`src/rtl/pattern_sequencer_pkg.sv`:
```
// Shared constants and types for the pattern sequencer and its input stage.
//   BUF_AW/DW/SW/VAR_AW : buffer-half word address, BRAM data, sample and
//                         variable RAM address widths
//   V_*                 : variable RAM slot indices
//   seq_state_e         : sequencer FSM encoding
//   next_word_addr()    : port-B address of the word played after the current one
package pattern_sequencer_pkg;

  localparam int BUF_AW = 11;
  localparam int DW     = 32;
  localparam int SW     = 16;
  localparam int VAR_AW = 4;

  localparam logic [VAR_AW-1:0] V_WCOUNT = VAR_AW'(0);
  localparam logic [VAR_AW-1:0] V_DIV    = VAR_AW'(1);
  localparam logic [VAR_AW-1:0] V_CTRL   = VAR_AW'(2);

  // Largest legal word count (a full half); encoded as 0x800.
  localparam logic [BUF_AW:0] MAX_WORDS = 12'h800;

  typedef enum logic [2:0] {
    ST_IDLE      = 3'd0,
    ST_LOAD_VARS = 3'd1,
    ST_PREFETCH  = 3'd2,
    ST_RUN       = 3'd3,
    ST_WAIT_FULL = 3'd4
  } seq_state_e;

  // ab is the active_buffer value in force while the fetched word is played.
  // Past the last word of a half the fetch moves to word 0 of the half the
  // input stage is filling, so a gap-free swap finds its first word ready.
  function automatic logic [BUF_AW:0] next_word_addr(
    input logic            ab,
    input logic [BUF_AW:0] nxt_idx,
    input logic [BUF_AW:0] wcount
  );
    if (nxt_idx == wcount) next_word_addr = {ab, {BUF_AW{1'b0}}};
    else                   next_word_addr = {~ab, nxt_idx[BUF_AW-1:0]};
  endfunction

endpackage

```
`src/rtl/pattern_sequencer_if.sv`:
```
// Bus bundle between the pattern sequencer and its surroundings
// (control strobes, BRAM/variable RAM port B, sample output, status).
//   master : the sequencer
//   slave  : control logic, RAMs and sample consumer
interface pattern_sequencer_if;
  import pattern_sequencer_pkg::*;

  logic              start;
  logic              stop;
  logic              load_complete;
  logic              active_buffer;
  logic [BUF_AW:0]   daddr_b;
  logic [DW-1:0]     dout_b;
  logic [VAR_AW-1:0] vaddr_b;
  logic [DW-1:0]     vout_b;
  logic [SW-1:0]     pattern_out;
  logic              pattern_valid;
  logic              buffer_done;
  logic              busy;
  logic              underrun;
  logic              overrun;
  logic              cfg_err;

  modport master (
    input  start, stop, load_complete, dout_b, vout_b,
    output active_buffer, daddr_b, vaddr_b, pattern_out, pattern_valid,
           buffer_done, busy, underrun, overrun, cfg_err
  );

  modport slave (
    output start, stop, load_complete, dout_b, vout_b,
    input  active_buffer, daddr_b, vaddr_b, pattern_out, pattern_valid,
           buffer_done, busy, underrun, overrun, cfg_err
  );

endinterface

```
`src/rtl/pattern_sequencer_sample_timer.sv`:
```
// Sample hold timer: 16-bit down-counter reloaded with div at the start of
// every sample; expire_o is high on the last clock of the hold.
//   clk, reset : clock, synchronous active-high reset
//   load_i     : start a new hold period
//   div_i      : hold length minus one
//   expire_o   : current sample is in its final clock
module pattern_sequencer_sample_timer
  import pattern_sequencer_pkg::*;
(
  input  logic          clk,
  input  logic          reset,
  input  logic          load_i,
  input  logic [SW-1:0] div_i,
  output logic          expire_o
);

  logic [SW-1:0] count_q, count_d;

  // Parks at zero instead of wrapping when no reload follows.
  always_comb begin
    count_d = count_q;
    if (load_i)              count_d = div_i;
    else if (count_q != '0)  count_d = count_q - SW'(1);
  end

  always_ff @(posedge clk) begin
    if (reset) count_q <= '0;
    else       count_q <= count_d;
  end

  assign expire_o = (count_q == '0);

endmodule

```
`src/rtl/pattern_sequencer.sv`:
```
// Pattern sequencer: plays the loaded half of the double-buffered data BRAM
// as 16-bit samples (low half of each word first) at div+1 clocks per sample,
// then swaps halves without a gap when the input stage has the other half full.
//   clk, reset : clock, synchronous active-high reset
//   bus        : master side of pattern_sequencer_if (strobes, RAM port B,
//                sample output, sticky status flags)
//
// state     | meaning
// ----------|-----------------------------------------------------------
// IDLE      | waiting for start with a full half available
// LOAD_VARS | reading word count, divider and loop flag from variable RAM
// PREFETCH  | first word address out, waiting for BRAM read data
// RUN       | playing samples; next word fetched one sample ahead
// WAIT_FULL | looping but the next half is not full yet (underrun)
module pattern_sequencer
  import pattern_sequencer_pkg::*;
(
  input  logic                 clk,
  input  logic                 reset,
  pattern_sequencer_if.master  bus
);

  seq_state_e        state_q;
  logic [1:0]        step_q;
  logic              ab_q;
  logic              pending_q;
  logic              stop_seen_q;
  logic [BUF_AW:0]   wcount_q;
  logic [SW-1:0]     div_q;
  logic              loop_q;
  logic [BUF_AW:0]   daddr_q;
  logic [VAR_AW-1:0] vaddr_q;
  logic [BUF_AW-1:0] widx_q;
  logic              phase_hi_q;
  logic [SW-1:0]     pat_q;
  logic [SW-1:0]     hi_q;
  logic              valid_q;
  logic              done_q;
  logic              underrun_q;
  logic              overrun_q;
  logic              cfg_err_q;

  logic              tmr_load;
  logic              tmr_expire;
  logic              swap_ok;
  logic              stop_now;
  logic              last_word;
  logic              bad_wcount;
  logic [BUF_AW:0]   widx_ext;
  logic [BUF_AW-1:0] widx_d;
  logic              unused_vout;

  assign widx_ext   = {1'b0, widx_q};
  assign widx_d     = widx_q + BUF_AW'(1);
  assign last_word  = (widx_ext + (BUF_AW+1)'(1)) == wcount_q;
  assign swap_ok    = pending_q | bus.load_complete;
  assign stop_now   = stop_seen_q | bus.stop;
  assign bad_wcount = (bus.vout_b[BUF_AW:0] == '0) ||
                      (bus.vout_b[BUF_AW:0] > MAX_WORDS);
  assign unused_vout = ^bus.vout_b[DW-1:SW];

  // A new sample starts on the clock after the first word arrives and after
  // every expiry while running.
  assign tmr_load = ((state_q == ST_PREFETCH) && step_q[0]) ||
                    ((state_q == ST_RUN) && tmr_expire);

  pattern_sequencer_sample_timer u_timer (
    .clk      (clk),
    .reset    (reset),
    .load_i   (tmr_load),
    .div_i    (div_q),
    .expire_o (tmr_expire)
  );

  // Later assignments in this block override earlier ones, so the generic
  // pending/stop bookkeeping at the top is superseded by consuming events.
  always_ff @(posedge clk) begin
    if (reset) begin
      state_q     <= ST_IDLE;
      step_q      <= '0;
      ab_q        <= 1'b1;
      pending_q   <= 1'b0;
      stop_seen_q <= 1'b0;
      wcount_q    <= '0;
      div_q       <= '0;
      loop_q      <= 1'b0;
      daddr_q     <= '0;
      vaddr_q     <= '0;
      widx_q      <= '0;
      phase_hi_q  <= 1'b0;
      pat_q       <= '0;
      hi_q        <= '0;
      valid_q     <= 1'b0;
      done_q      <= 1'b0;
      underrun_q  <= 1'b0;
      overrun_q   <= 1'b0;
      cfg_err_q   <= 1'b0;
    end else begin
      done_q <= 1'b0;
      if (bus.load_complete && pending_q) overrun_q <= 1'b1;
      if (bus.load_complete)              pending_q <= 1'b1;
      if ((state_q != ST_IDLE) && bus.stop) stop_seen_q <= 1'b1;

      case (state_q)
        ST_IDLE: begin
          if (bus.start && swap_ok) begin
            state_q     <= ST_LOAD_VARS;
            step_q      <= '0;
            vaddr_q     <= V_WCOUNT;
            ab_q        <= ~ab_q;
            pending_q   <= 1'b0;
            stop_seen_q <= 1'b0;
          end
        end

        ST_LOAD_VARS: begin
          step_q <= step_q + 2'd1;
          case (step_q)
            2'd0: vaddr_q <= V_DIV;
            2'd1: begin
              vaddr_q  <= V_CTRL;
              wcount_q <= bus.vout_b[BUF_AW:0];
              if (bad_wcount) begin
                cfg_err_q   <= 1'b1;
                state_q     <= ST_IDLE;
                stop_seen_q <= 1'b0;
              end
            end
            2'd2: div_q <= bus.vout_b[SW-1:0];
            default: begin
              loop_q  <= bus.vout_b[0];
              daddr_q <= {~ab_q, {BUF_AW{1'b0}}};
              step_q  <= '0;
              state_q <= ST_PREFETCH;
            end
          endcase
        end

        ST_PREFETCH: begin
          if (!step_q[0]) begin
            step_q <= 2'd1;
          end else begin
            pat_q      <= bus.dout_b[SW-1:0];
            hi_q       <= bus.dout_b[DW-1:SW];
            valid_q    <= 1'b1;
            widx_q     <= '0;
            phase_hi_q <= 1'b0;
            daddr_q    <= next_word_addr(ab_q, (BUF_AW+1)'(1), wcount_q);
            state_q    <= ST_RUN;
          end
        end

        ST_RUN: begin
          if (tmr_expire) begin
            if (!phase_hi_q) begin
              pat_q      <= hi_q;
              phase_hi_q <= 1'b1;
            end else if (!last_word) begin
              // The fetch issued when this word's low sample began has had at
              // least one full clock to return, even at div=0.
              pat_q      <= bus.dout_b[SW-1:0];
              hi_q       <= bus.dout_b[DW-1:SW];
              widx_q     <= widx_d;
              phase_hi_q <= 1'b0;
              daddr_q    <= next_word_addr(ab_q, widx_ext + (BUF_AW+1)'(2), wcount_q);
            end else begin
              done_q      <= 1'b1;
              stop_seen_q <= 1'b0;
              if (!loop_q || stop_now) begin
                pat_q   <= '0;
                valid_q <= 1'b0;
                state_q <= ST_IDLE;
              end else if (swap_ok) begin
                ab_q       <= ~ab_q;
                pending_q  <= 1'b0;
                pat_q      <= bus.dout_b[SW-1:0];
                hi_q       <= bus.dout_b[DW-1:SW];
                widx_q     <= '0;
                phase_hi_q <= 1'b0;
                daddr_q    <= next_word_addr(~ab_q, (BUF_AW+1)'(1), wcount_q);
              end else begin
                underrun_q <= 1'b1;
                pat_q      <= '0;
                valid_q    <= 1'b0;
                state_q    <= ST_WAIT_FULL;
              end
            end
          end
        end

        ST_WAIT_FULL: begin
          if (bus.stop) begin
            state_q     <= ST_IDLE;
            stop_seen_q <= 1'b0;
          end else if (swap_ok) begin
            ab_q      <= ~ab_q;
            pending_q <= 1'b0;
            daddr_q   <= {ab_q, {BUF_AW{1'b0}}};
            step_q    <= '0;
            state_q   <= ST_PREFETCH;
          end
        end

        default: state_q <= ST_IDLE;
      endcase
    end
  end

  assign bus.active_buffer = ab_q;
  assign bus.daddr_b       = daddr_q;
  assign bus.vaddr_b       = vaddr_q;
  assign bus.pattern_out   = pat_q;
  assign bus.pattern_valid = valid_q;
  assign bus.buffer_done   = done_q;
  assign bus.busy          = (state_q != ST_IDLE);
  assign bus.underrun      = underrun_q;
  assign bus.overrun       = overrun_q;
  assign bus.cfg_err       = cfg_err_q;

endmodule

```
`src/flat_wrapper.sv`:
```
// flat-port wrapper written by rule: the top's interface ports become plain ports
module pattern_sequencer_flat import pattern_sequencer_pkg::*;
  (clk, reset, bus_start, bus_stop, bus_load_complete, bus_dout_b, bus_vout_b, bus_active_buffer, bus_daddr_b, bus_vaddr_b, bus_pattern_out, bus_pattern_valid, bus_buffer_done, bus_busy, bus_underrun, bus_overrun, bus_cfg_err);
  pattern_sequencer_if bus_i ();
  input  logic clk;
  input  logic reset;
  input wire logic [$bits(bus_i.start)-1:0] bus_start;
  input wire logic [$bits(bus_i.stop)-1:0] bus_stop;
  input wire logic [$bits(bus_i.load_complete)-1:0] bus_load_complete;
  input wire logic [$bits(bus_i.dout_b)-1:0] bus_dout_b;
  input wire logic [$bits(bus_i.vout_b)-1:0] bus_vout_b;
  output wire logic [$bits(bus_i.active_buffer)-1:0] bus_active_buffer;
  output wire logic [$bits(bus_i.daddr_b)-1:0] bus_daddr_b;
  output wire logic [$bits(bus_i.vaddr_b)-1:0] bus_vaddr_b;
  output wire logic [$bits(bus_i.pattern_out)-1:0] bus_pattern_out;
  output wire logic [$bits(bus_i.pattern_valid)-1:0] bus_pattern_valid;
  output wire logic [$bits(bus_i.buffer_done)-1:0] bus_buffer_done;
  output wire logic [$bits(bus_i.busy)-1:0] bus_busy;
  output wire logic [$bits(bus_i.underrun)-1:0] bus_underrun;
  output wire logic [$bits(bus_i.overrun)-1:0] bus_overrun;
  output wire logic [$bits(bus_i.cfg_err)-1:0] bus_cfg_err;
  assign bus_i.start = bus_start;
  assign bus_i.stop = bus_stop;
  assign bus_i.load_complete = bus_load_complete;
  assign bus_i.dout_b = bus_dout_b;
  assign bus_i.vout_b = bus_vout_b;
  assign bus_active_buffer = bus_i.active_buffer;
  assign bus_daddr_b = bus_i.daddr_b;
  assign bus_vaddr_b = bus_i.vaddr_b;
  assign bus_pattern_out = bus_i.pattern_out;
  assign bus_pattern_valid = bus_i.pattern_valid;
  assign bus_buffer_done = bus_i.buffer_done;
  assign bus_busy = bus_i.busy;
  assign bus_underrun = bus_i.underrun;
  assign bus_overrun = bus_i.overrun;
  assign bus_cfg_err = bus_i.cfg_err;
  pattern_sequencer u_core (.clk(clk), .reset(reset), .bus(bus_i));
endmodule
```
`config.mk`:
```
export PLATFORM = sky130hd
export DESIGN_NAME = pattern_sequencer_flat
export DESIGN_NICKNAME = d
export VERILOG_FILES = /design/src/rtl/pattern_sequencer_pkg.sv /design/src/rtl/pattern_sequencer_if.sv /design/src/rtl/pattern_sequencer_sample_timer.sv /design/src/rtl/pattern_sequencer.sv /design/src/flat_wrapper.sv
export SDC_FILE = /design/constraint.sdc
export NUM_CORES = 1
export LEC_CHECK = 0
export CORE_MARGIN = 2
export CORE_UTILIZATION = 40
export CTS_BUF_LIST = sky130_fd_sc_hd__clkbuf_2 sky130_fd_sc_hd__clkbuf_4 sky130_fd_sc_hd__clkbuf_8
export DETAILED_ROUTE_END_ITERATION = 8
export SETUP_SLACK_MARGIN = 0.02
export SYNTH_ARGS = -nofsm -noshare
export SYNTH_HDL_FRONTEND = slang
export SYNTH_SLANG_ARGS = --single-unit
```
`constraint.sdc`:
```
create_clock -name clk -period 4.47 [get_ports clk]
set_clock_uncertainty 0.2 [all_clocks]
set_input_delay 0.894 -clock clk [delete_from_list [all_inputs] [get_ports clk]]
set_output_delay 0.894 -clock clk [all_outputs]
set_load 0.02 [all_outputs]
```
==> qor.csv <==
stage;metric;value;unit
logic_synthesis;Yosys warning total;0;
worst_setup_path;crit path from;u_core.u_timer.count_q[0];
timing;Final setup viols;0;
drt;DRC viols;0;
global_routing;global-route wire length before repair;26.5;mm
logic_synthesis;EDFF count, synth;0;
floorplan;initial core utilization;41.0;%
clock_tree;Clock Path Buffers;2;
drt;DR WL/cell;16.4;um
timing;final worst-path cycle share;81.7;%
drt;Via Count;5559;
place;Routability Congestion;0.865;
power_and_ir_drop;Pwr Density;426;nW/um^2
floorplan;die span in x;126;um
clock_tree;clock sinks;116;
layout;most frequent cells in the layout;dfxtp_1 (116), nand2_1 (98), clkdlybuf4s50_1 (88);
global_routing;total gr overflow;0;
floorplan;DIE AREA;15900;um^2
layout;fillcell total;1395;
layout;number of nets in the layout;882;
logic_synthesis;Cells after Synth;737;
worst_setup_path;CP arrival;3.82;ns
worst_setup_path;reg-to-reg endpoint;u_core.bus.daddr_b[4];
timing;final hold slack;0.258;ns
timing;fmax;274;MHz
timing;RSZ-0062 raised after global routing;no;
clock_tree;Post-CTS Hold Buffers;0;
clock_tree;CTS tree;done;
logic_synthesis;average footprint of a synthesized cell;8.11;um^2
clock_tree;Post-CTS Setup Inserts;0;
global_routing;Tot GR Track Use;20.5;%
worst_hold_path;Hold Path Class;register to register;
logic_synthesis;cell area after synthesis;5970;um^2
layout;non-filler cells in the finished layout;1001;
drt;antenna-violating nets left;0;
drt;drt total wl;16.4;mm
worst_setup_path;crit path to;u_core.bus.daddr_b[4];
timing;minimum clock period;3.65;ns
worst_setup_path;r2r setup slk;0.82;ns
drt;1st-pass router iterations;5;
clock_tree;Clock Pin Slew Worst Setup and Hold Paths;0.07;ns
worst_setup_path;Worst Path Required;4.64;ns
logic_synthesis;FFs w/ async S/R, synth;0;%
clock_tree;worst skew pair latency;0.44;ns
layout;P&R area growth vs syn;22.4;%
run_status;status;complete, no violations;
layout;# diodes;0;
worst_setup_path;crit path launch type;register;
place;Buffers on Ports;89;
logic_synthesis;largest area contributor in the netlist;dfxtp_1;
worst_setup_path;Worst Setup End Kind;register;
logic_synthesis;top_reg_cell synth;dfxtp_1;
timing;Setup TNS Final;0;ns
place;Placed Cells;970;
logic_synthesis;Synth top area share;38.9;%
global_routing;vias in the first global route;5202;
flow_run;# Max-Cap Violations;0;
timing;max-slew violation count;0;
layout;share of cells above drive strength 1;8.20;%
global_routing;largest net degree at the start of global routing;110;
clock_tree;Resized cells post-CTS;0;
timing;Rel. slew slack;14.3;%
floorplan;# rows;44;
power_and_ir_drop;Pleak;2.64;nW
layout;commonest non-fill, non-tap cell in the layout;dfxtp_1;
drt;vias per cell;5.55;
floorplan;Top Ports;108;
global_routing;initial antenna violation count;0;
logic_synthesis;Yosys reg bits;116;
worst_setup_path;cell depth of the worst flop-to-flop path;11;
logic_synthesis;synth top area cells;dfxtp_1 (39%), nand2_1 (6.2%), nor2_1 (5.2%);
clock_tree;Root Driver;clkbuf_8;
clock_tree;CTS H-tree depth;4;
timing;final hold violation count;0;
timing;slew of the pin with the lowest slew margin;1.29;ns
clock_tree;cts bufs inserted;17;
drt;Iteration-0 DRC Markers;372;
logic_synthesis;Seq/Total Area, Yosys;38.9;%
logic_synthesis;post-synth cell types;62;
worst_setup_path;WS Path Type;register to register;
place;hpwl dp;11.6;mm
worst_setup_path;worst flop-to-flop path startpoint;u_core.u_timer.count_q[0];
floorplan;die height;126;um
power_and_ir_drop;peak supply drop;0.286;mV
floorplan;Core Region;14600;um^2
worst_setup_path;crit-path max FO;10;
-- cells in the mapped netlist, types with 3 or more instances --
master	n
dfxtp_1	116
nand2_1	98
nor2_1	82
a21oi_1	53
clkbuf_1	43
nor3_1	42
o21ai_0	29
xnor2_1	24
xor2_1	21
nand3_1	20
mux2i_1	19
a221oi_1	16
nor2b_1	14
o2bb2ai_2	10
inv_1	9
nor4_1	9
ha_1	8
a22oi_1	7
a31oi_1	6
nand2b_1	6
nand4_1	6
nor3b_1	5
o211ai_1	5
o31ai_1	5
or2_2	5
or4_1	5
a211oi_1	4
and2_1	4
and3_1	4
buf_2	4
nand3b_1	4
o21a_1	4
o41ai_1	4
nor4b_1	3
o21bai_1	3
o22ai_1	3
or3_1	3
-- kinds of logic (layout without fill, tap and decap cells) --
logic type,after synthesis,after routing,synth area share [%]
xor gates and xnor gates,46,46,6.97
and+or+nand+nor,320,320,25.8
other,1,2,0.0628
AOI/OAI and AO/OA,166,166,19.3
buffers and inverters,61,140,4.17
muxes,19,19,3.18
adders and majority gates,8,8,1.68
DFF,116,116,38.9
-- critical path, cell delays in order, from the launching register on --
cell and delay, ns:
dfxtp_1 0.32, inv_1 0.09, ha_1 0.20, or4b_1 0.56, nor4_2 0.39, nor3b_4 0.42
nand2_2 0.16, a21oi_2 0.23, o21ai_2 0.13, or4_1 0.51, buf_4 0.21, o2bb2ai_2 0.15
-- registers in the layout, summed over array words and instances, names as in the netlist, 2 cells and up --
register and count:
u_core.u_timer.count_q 16, u_core.widx_q 11, u_core.bus.pattern_out 16, u_core.div_q 16
u_core.bus.daddr_b 12, u_core.bus.vaddr_b 2, u_core.wcount_q 12, u_core.hi_q 16
u_core.state_q 3, u_core.step_q 2
-- layout make-up --
type | count | area, um^2 | area share, %
repair buffers | 100 | 983 | 13.4
multi-input cells | 561 | 3410 | 46.6
flip-flops and latches | 116 | 2320 | 31.8
clock inverters | 10 | 61.3 | 0.838
clock buffers | 21 | 270 | 3.70
inverters | 9 | 33.8 | 0.462
well taps | 184 | 230 | 3.15
-- report_power, final --
part           internal, mW  total (mW)  switching (mW)
Clock                 0.406       0.820           0.414
Sequential             1.14        1.29           0.147
Combinational         0.456        1.01           0.550
-- worst min-delay path by stage --
stage / from / end / slack, ns / cells past startpoint
after floorplan: u_core.div_q[7] / u_core.div_q[7] / 0.23 / 2
after global placement: u_core.bus.daddr_b[0] / u_core.bus.daddr_b[0] / 0.24 / 2
after detailed placement: u_core.div_q[11] / u_core.div_q[11] / 0.25 / 2
after CTS: u_core.div_q[11] / u_core.div_q[11] / 0.26 / 2
after global routing: u_core.bus.daddr_b[0] / u_core.bus.daddr_b[0] / 0.28 / 2
final: u_core.div_q[11] / u_core.div_q[11] / 0.26 / 2
-- layer usage --
| layer | part of all wire, % | vias to the layer above | wire [um] | global-route usage [%] |
|---|---|---|---|---|
| li1 | - | 2749 | - | - |
| met1 | 48 | 2674 | 7910 | 27.7 |
| met2 | 46 | 121 | 7560 | 32.8 |
| met3 | 4.2 | 15 | 691 | 5.01 |
| met4 | 1.3 | 0 | 205 | 5.56 |
| met5 | 0 | - | 0 | 0 |
-- metrics by stage --
stage / util (%) / power (mW) / setup slack (ns) / instance area, um^2
final: 50.1 / 3.11 / 0.817 / 7310
after global routing: 50.1 / 3.31 / 0.567 / 7310
after detailed placement: 47.8 / 2.30 / 0.844 / 6980
after floorplan: - / 2.02 / 1.32 / 5980
after CTS: 50.1 / 3.13 / 0.831 / 7310
after global placement: 47.8 / 2.27 / 0.920 / 6980
(Power assumes the default switching activity.)
==> RTL edit 1: new RTL, same settings <==
The 5 states of `seq_state_e` get a one-hot encoding in 5 bits.
--- a/src/rtl/pattern_sequencer_pkg.sv
+++ b/src/rtl/pattern_sequencer_pkg.sv
@@ -19,10 +19,10 @@
   localparam logic [BUF_AW:0] MAX_WORDS = 12'h800;
 
-  typedef enum logic [2:0] {
-    ST_IDLE      = 3'd0,
-    ST_LOAD_VARS = 3'd1,
-    ST_PREFETCH  = 3'd2,
-    ST_RUN       = 3'd3,
-    ST_WAIT_FULL = 3'd4
+  typedef enum logic [4:0] {
+    ST_IDLE      = 5'b00001,
+    ST_LOAD_VARS = 5'b00010,
+    ST_PREFETCH  = 5'b00100,
+    ST_RUN       = 5'b01000,
+    ST_WAIT_FULL = 5'b10000
   } seq_state_e;
 
Check against the original RTL: same outputs for any inputs over 4 cycles, from zero or initial values and one cycle with reset high; so few cycles prove little.
==> RTL edit 1 against the original RTL <==
- final area increased by 1.5%
- utilization decreased by 0.75 points
- critical endpoint is now u_core.widx_q[4]
- worst setup slack better by 0.072 ns
- wire length grew 0.40%
- hold slack worse by 0.0031 ns
- total power down 5.0%
- sequential cell count rose by 2
- area after synthesis increased by 2.1%
- fmax up 2.0%
==> RTL edit 1: results (changes against the original RTL) <==
stage	metric	value	unit	change
worst_hold_path	timing.hold.worst_endpoint	u_core.hi_q[2]		
global_route	grt_antenna_before_repair	0		unchanged
global_route	grt_pass1_wl	26.5	mm	+0.15%
synth	yosys_warnings	0		unchanged
global_route	groute.layer.met1.usage	0.265		-0.0117
route	dr_total_vias	5614		+0.99%
route	dr.first_iter.drc_count	384		+3.2%
route	wl	16.4	mm	+0.40%
synth	synth-seq-area-share	0.387		-0.00149
critical_path	critPathMaxFanout	11		+1
cells_and_area	stdcell_count	996		-0.50%
global_route	grt_start_max_net_pins	67		-39%
sta	worst_slew_pin_slew	1.09	ns	-0.192 ns
power_and_ir_drop	worst_ir_drop_vdd	246	uV	-14%
worst_hold_path	hold_path_class	flip-flop to flip-flop		
synth	yosysUniqueCellTypes	72		+16%
placed_design	numPlacedInstances	964		-0.62%
cells_and_area	n_fill_cell	1446		+3.7%
critical_path	worst_r2r_endpoint	u_core.widx_q[4]		
cells_and_area	num-nets-final	872		-1.1%
global_route	fraction_of_met2_tracks_used_by_global_routing	0.332		+0.00485
critical_path	regToRegStartpoint	u_core.widx_q[0]		
critical_path	timing.reg2reg.setup_slack	0.89	ns	+0.07 ns
clocking	cts_setup_buffers	0		unchanged
worst_hold_path	hold_path_startpoint	u_core.hi_q[2]		
placed_design	gpl.final_weighted_congestion	0.940		+8.7%
critical_path	reg2regPathDepth	10		-1
outcome	status	finished, final reports clean		
placed_design	hpwl	11.4	mm	-2.0%
critical_path	critical_path_arrival	3.74	ns	-0.08 ns
global_route	grt_use_total	0.204		-0.00138
global_route	grt.met3_usage	0.0352		-0.0150
synth	postSynth.topFlopCell	sky130_fd_sc_hd__dfxtp_1		
global_route	number_of_global_route_vias_before_repair	5253		+0.98%
clocking	clk_latency	0.45	ns	
power_and_ir_drop	p_leak	0.00252	uW	-4.5%
placed_design	placedInstanceArea	0.00701	mm^2	+0.43%
placed_design	dp_slack	0.702	ns	-0.142 ns
synth	synthTopCellsByCount	sky130_fd_sc_hd__dfxtp_1 (118), sky130_fd_sc_hd__nand2_1 (81), sky130_fd_sc_hd__a21oi_1 (78), sky130_fd_sc_hd__nor2_1 (67), sky130_fd_sc_hd__nand3_1 (58)		
synth	instance_count_of_the_mapped_netlist	735		-0.27%
cells_and_area	layout-drive-gt1-share	0.0953		+0.0133
## RTL edit 1: cell families (layout without fill, tap and decap cells)
kind of cell             Yosys count  count (layout)  share of synthesized area
buffers and inverters             73             145                     0.0591
AND/OR/NAND/NOR                  304             304                      0.257
other                              1               2                   0.000615
adder cells (fa/ha/maj)            8               8                     0.0164
XOR/XNOR                          43              43                     0.0652
multiplexers                       5               5                    0.00820
flip-flops                       118             118                      0.387
AO/OA/AOI/OAI                    183             183                      0.206
## RTL edit 1: critical path, cell delays in order (launching register included)
cell and delay [ns]:
sky130_fd_sc_hd__dfxtp_1 0.59, sky130_fd_sc_hd__ha_1 0.40, sky130_fd_sc_hd__nand3_2 0.23, sky130_fd_sc_hd__o31a_1 0.37, sky130_fd_sc_hd__o2111ai_2 0.23, sky130_fd_sc_hd__nor4_4 0.09
sky130_fd_sc_hd__a21oi_2 0.45, sky130_fd_sc_hd__buf_4 0.29, sky130_fd_sc_hd__and3_1 0.21, sky130_fd_sc_hd__a41oi_1 0.15, sky130_fd_sc_hd__a311oi_2 0.27
## RTL edit 1: through the flow
| stage | util | hold WS [ns] |
|---|---|---|
| global route | 0.494 | 0.275 |
| detailed placement | 0.466 | 0.246 |
| floorplan | - | 0.233 |
| finish | 0.494 | 0.255 |
| CTS | 0.494 | 0.257 |
| global placement | 0.466 | 0.243 |
## RTL edit 1: metal layers
metal	share of wire	up-vias
met5	0	-
met4	0.021	0
met3	0.039	29
met2	0.49	142
met1	0.45	2690
li1	-	2753
## RTL edit 1: cell type report
type / instances / share of cell area
clock buffers: 25 / 0.0430
clock inverters: 7 / 0.0125
inverters: 14 / 0.00708
multi-input cells: 545 / 0.458
flip-flops and latches: 118 / 0.318
well taps: 188 / 0.0317
repair buffers: 99 / 0.130
## RTL edit 1: report_power, final
group | switching [uW] | total [uW] | internal (uW) | leakage [uW]
sequential | 86.5 | 1210 | 1120 | 0.000954
combinational | 407 | 734 | 327 | 0.00135
clock | 432 | 1010 | 580 | 0.000218
total | 926 | 2960 | 2030 | 0.00252
## RTL edit 1: how the worst max path moves through the flow
stage / start / to / slack, ns / cells after the start
floorplan: u_core.widx_q[1] / u_core.bus.pattern_out[4] / 1.57 / 12
global placement: bus_stop / u_core.widx_q[3] / 0.71 / 6
detailed placement: bus_stop / u_core.widx_q[3] / 0.70 / 6
CTS: u_core.widx_q[0] / u_core.widx_q[8] / 0.87 / 9
global route: u_core.widx_q[0] / u_core.widx_q[4] / 0.62 / 10
finish: u_core.widx_q[0] / u_core.widx_q[4] / 0.89 / 10
==> RTL edit 2: new RTL, same flow settings <==
Without the edit above. `MAX_WORDS`: 12'h800 -> 12'h600.
--- a/src/rtl/pattern_sequencer_pkg.sv
+++ b/src/rtl/pattern_sequencer_pkg.sv
@@ -17,5 +17,5 @@
 
   // Largest legal word count (a full half); encoded as 0x800.
-  localparam logic [BUF_AW:0] MAX_WORDS = 12'h800;
+  localparam logic [BUF_AW:0] MAX_WORDS = 12'h600;
 
   typedef enum logic [2:0] {
Check against the original RTL: not equivalent (a bounded check fails within 4 cycles, from zero or initial values and one cycle with reset high).
==> RTL edit 2 against the original RTL <==
- sequential cell count unchanged
- wire length down 2.1%
- sequential share of layout area up 0.89 points
- synthesized cell count down 1.4%
- clock power up 11%
- worst setup slack worse by 0.12 ns
- via count down 2.0%
- final area down 2.7%
- total power up 2.3%
- fmax down 3.3%
- area after synthesis down 3.3%
- critical path type unchanged
==> RTL edit 2: results (changes against the original RTL) <==
stage	metric	value	unit	change
outcome	status	finished, final reports clean		
synth	yosys-mux-area-fraction	0.0331		+0.00130
route	wl	16.0	mm	-2.1%
placed_design	gpl.final_weighted_congestion	0.839		-3.0%
critical_path	worstSetupEndpoint	u_core.bus.pattern_out[14]		
worst_hold_path	timing.hold.worst_endpoint	u_core.bus.daddr_b[3]		
cells_and_area	n_fill_cell	1342		-3.8%
global_route	groute.layer.met1.usage	0.272		-0.00528
synth	yosys.area_share.xor_xnor	0.0591		-0.0106
synth	synth-seq-area-share	0.402		+0.0132
synth	yosysUniqueCellTypes	59		-4.8%
global_route	number_of_global_route_vias_before_repair	5205		+0.058%
cells_and_area	stdcell_count	984		-1.7%
sta	maxClockFrequency	265	MHz	-3.3%
critical_path	crit_path_start	u_core.widx_q[2]		
global_route	grt_pass1_wl	26.1	mm	-1.5%
power_and_ir_drop	powerDensity	448	mW/mm^2	+5.2%
power_and_ir_drop	worst_ir_drop_vdd	255	uV	-11%
route	drt-vias-per-instance	5.54		-0.30%
cells_and_area	layout-drive-gt1-share	0.0647		-0.0173
power_and_ir_drop	switchingPower	1120	uW	+0.66%
synth	synth.top_cells.by_area	sky130_fd_sc_hd__dfxtp_1 (40%), sky130_fd_sc_hd__nand2_1 (6.7%), sky130_fd_sc_hd__a21oi_1 (6.6%)		
synth	post_synth_fa_ha_maj_area_fraction	0.0173		+0.000570
critical_path	timing.reg2reg.setup_slack	0.69	ns	-0.12 ns
global_route	grt_use_total	0.219		+0.0142
route	dr.first_iter.drc_count	408		+9.7%
sta	max-slew-margin-rel	0.368		+0.225
placed_design	numPlacedInstances	953		-1.8%
route	dr_wl_met2	7.79	mm	+3.0%
critical_path	critPathMaxFanout	16		+6
## RTL edit 2: through the flow
stage               worst slack (ns)  total power [uW]
CTS                            0.723              3200
finish                         0.693              3180
detailed placement             0.657              2290
floorplan                       1.34              1980
global placement               0.766              2270
global route                   0.406              3390
## RTL edit 2: power by group through the flow
stage,clock network [uW],registers [uW],logic (uW)
2_1_floorplan,0,1280,702
3_3_place_gp,0,1290,980
3_5_place_dp,0,1290,994
4_1_cts,929,1270,1000
5_1_grt,978,1290,1120
6_report,910,1270,1000
## RTL edit 2: final cells by class
type | instances | area [um^2] | share of cell area
Multi-Input combinational cell | 549 | 3210 | 0.451
Clock inverter | 9 | 81.3 | 0.0114
Tap cell | 180 | 225 | 0.0317
Sequential cell | 116 | 2320 | 0.327
Timing Repair Buffer | 97 | 948 | 0.133
Inverter | 11 | 41.3 | 0.00581
Clock buffer | 22 | 284 | 0.0399
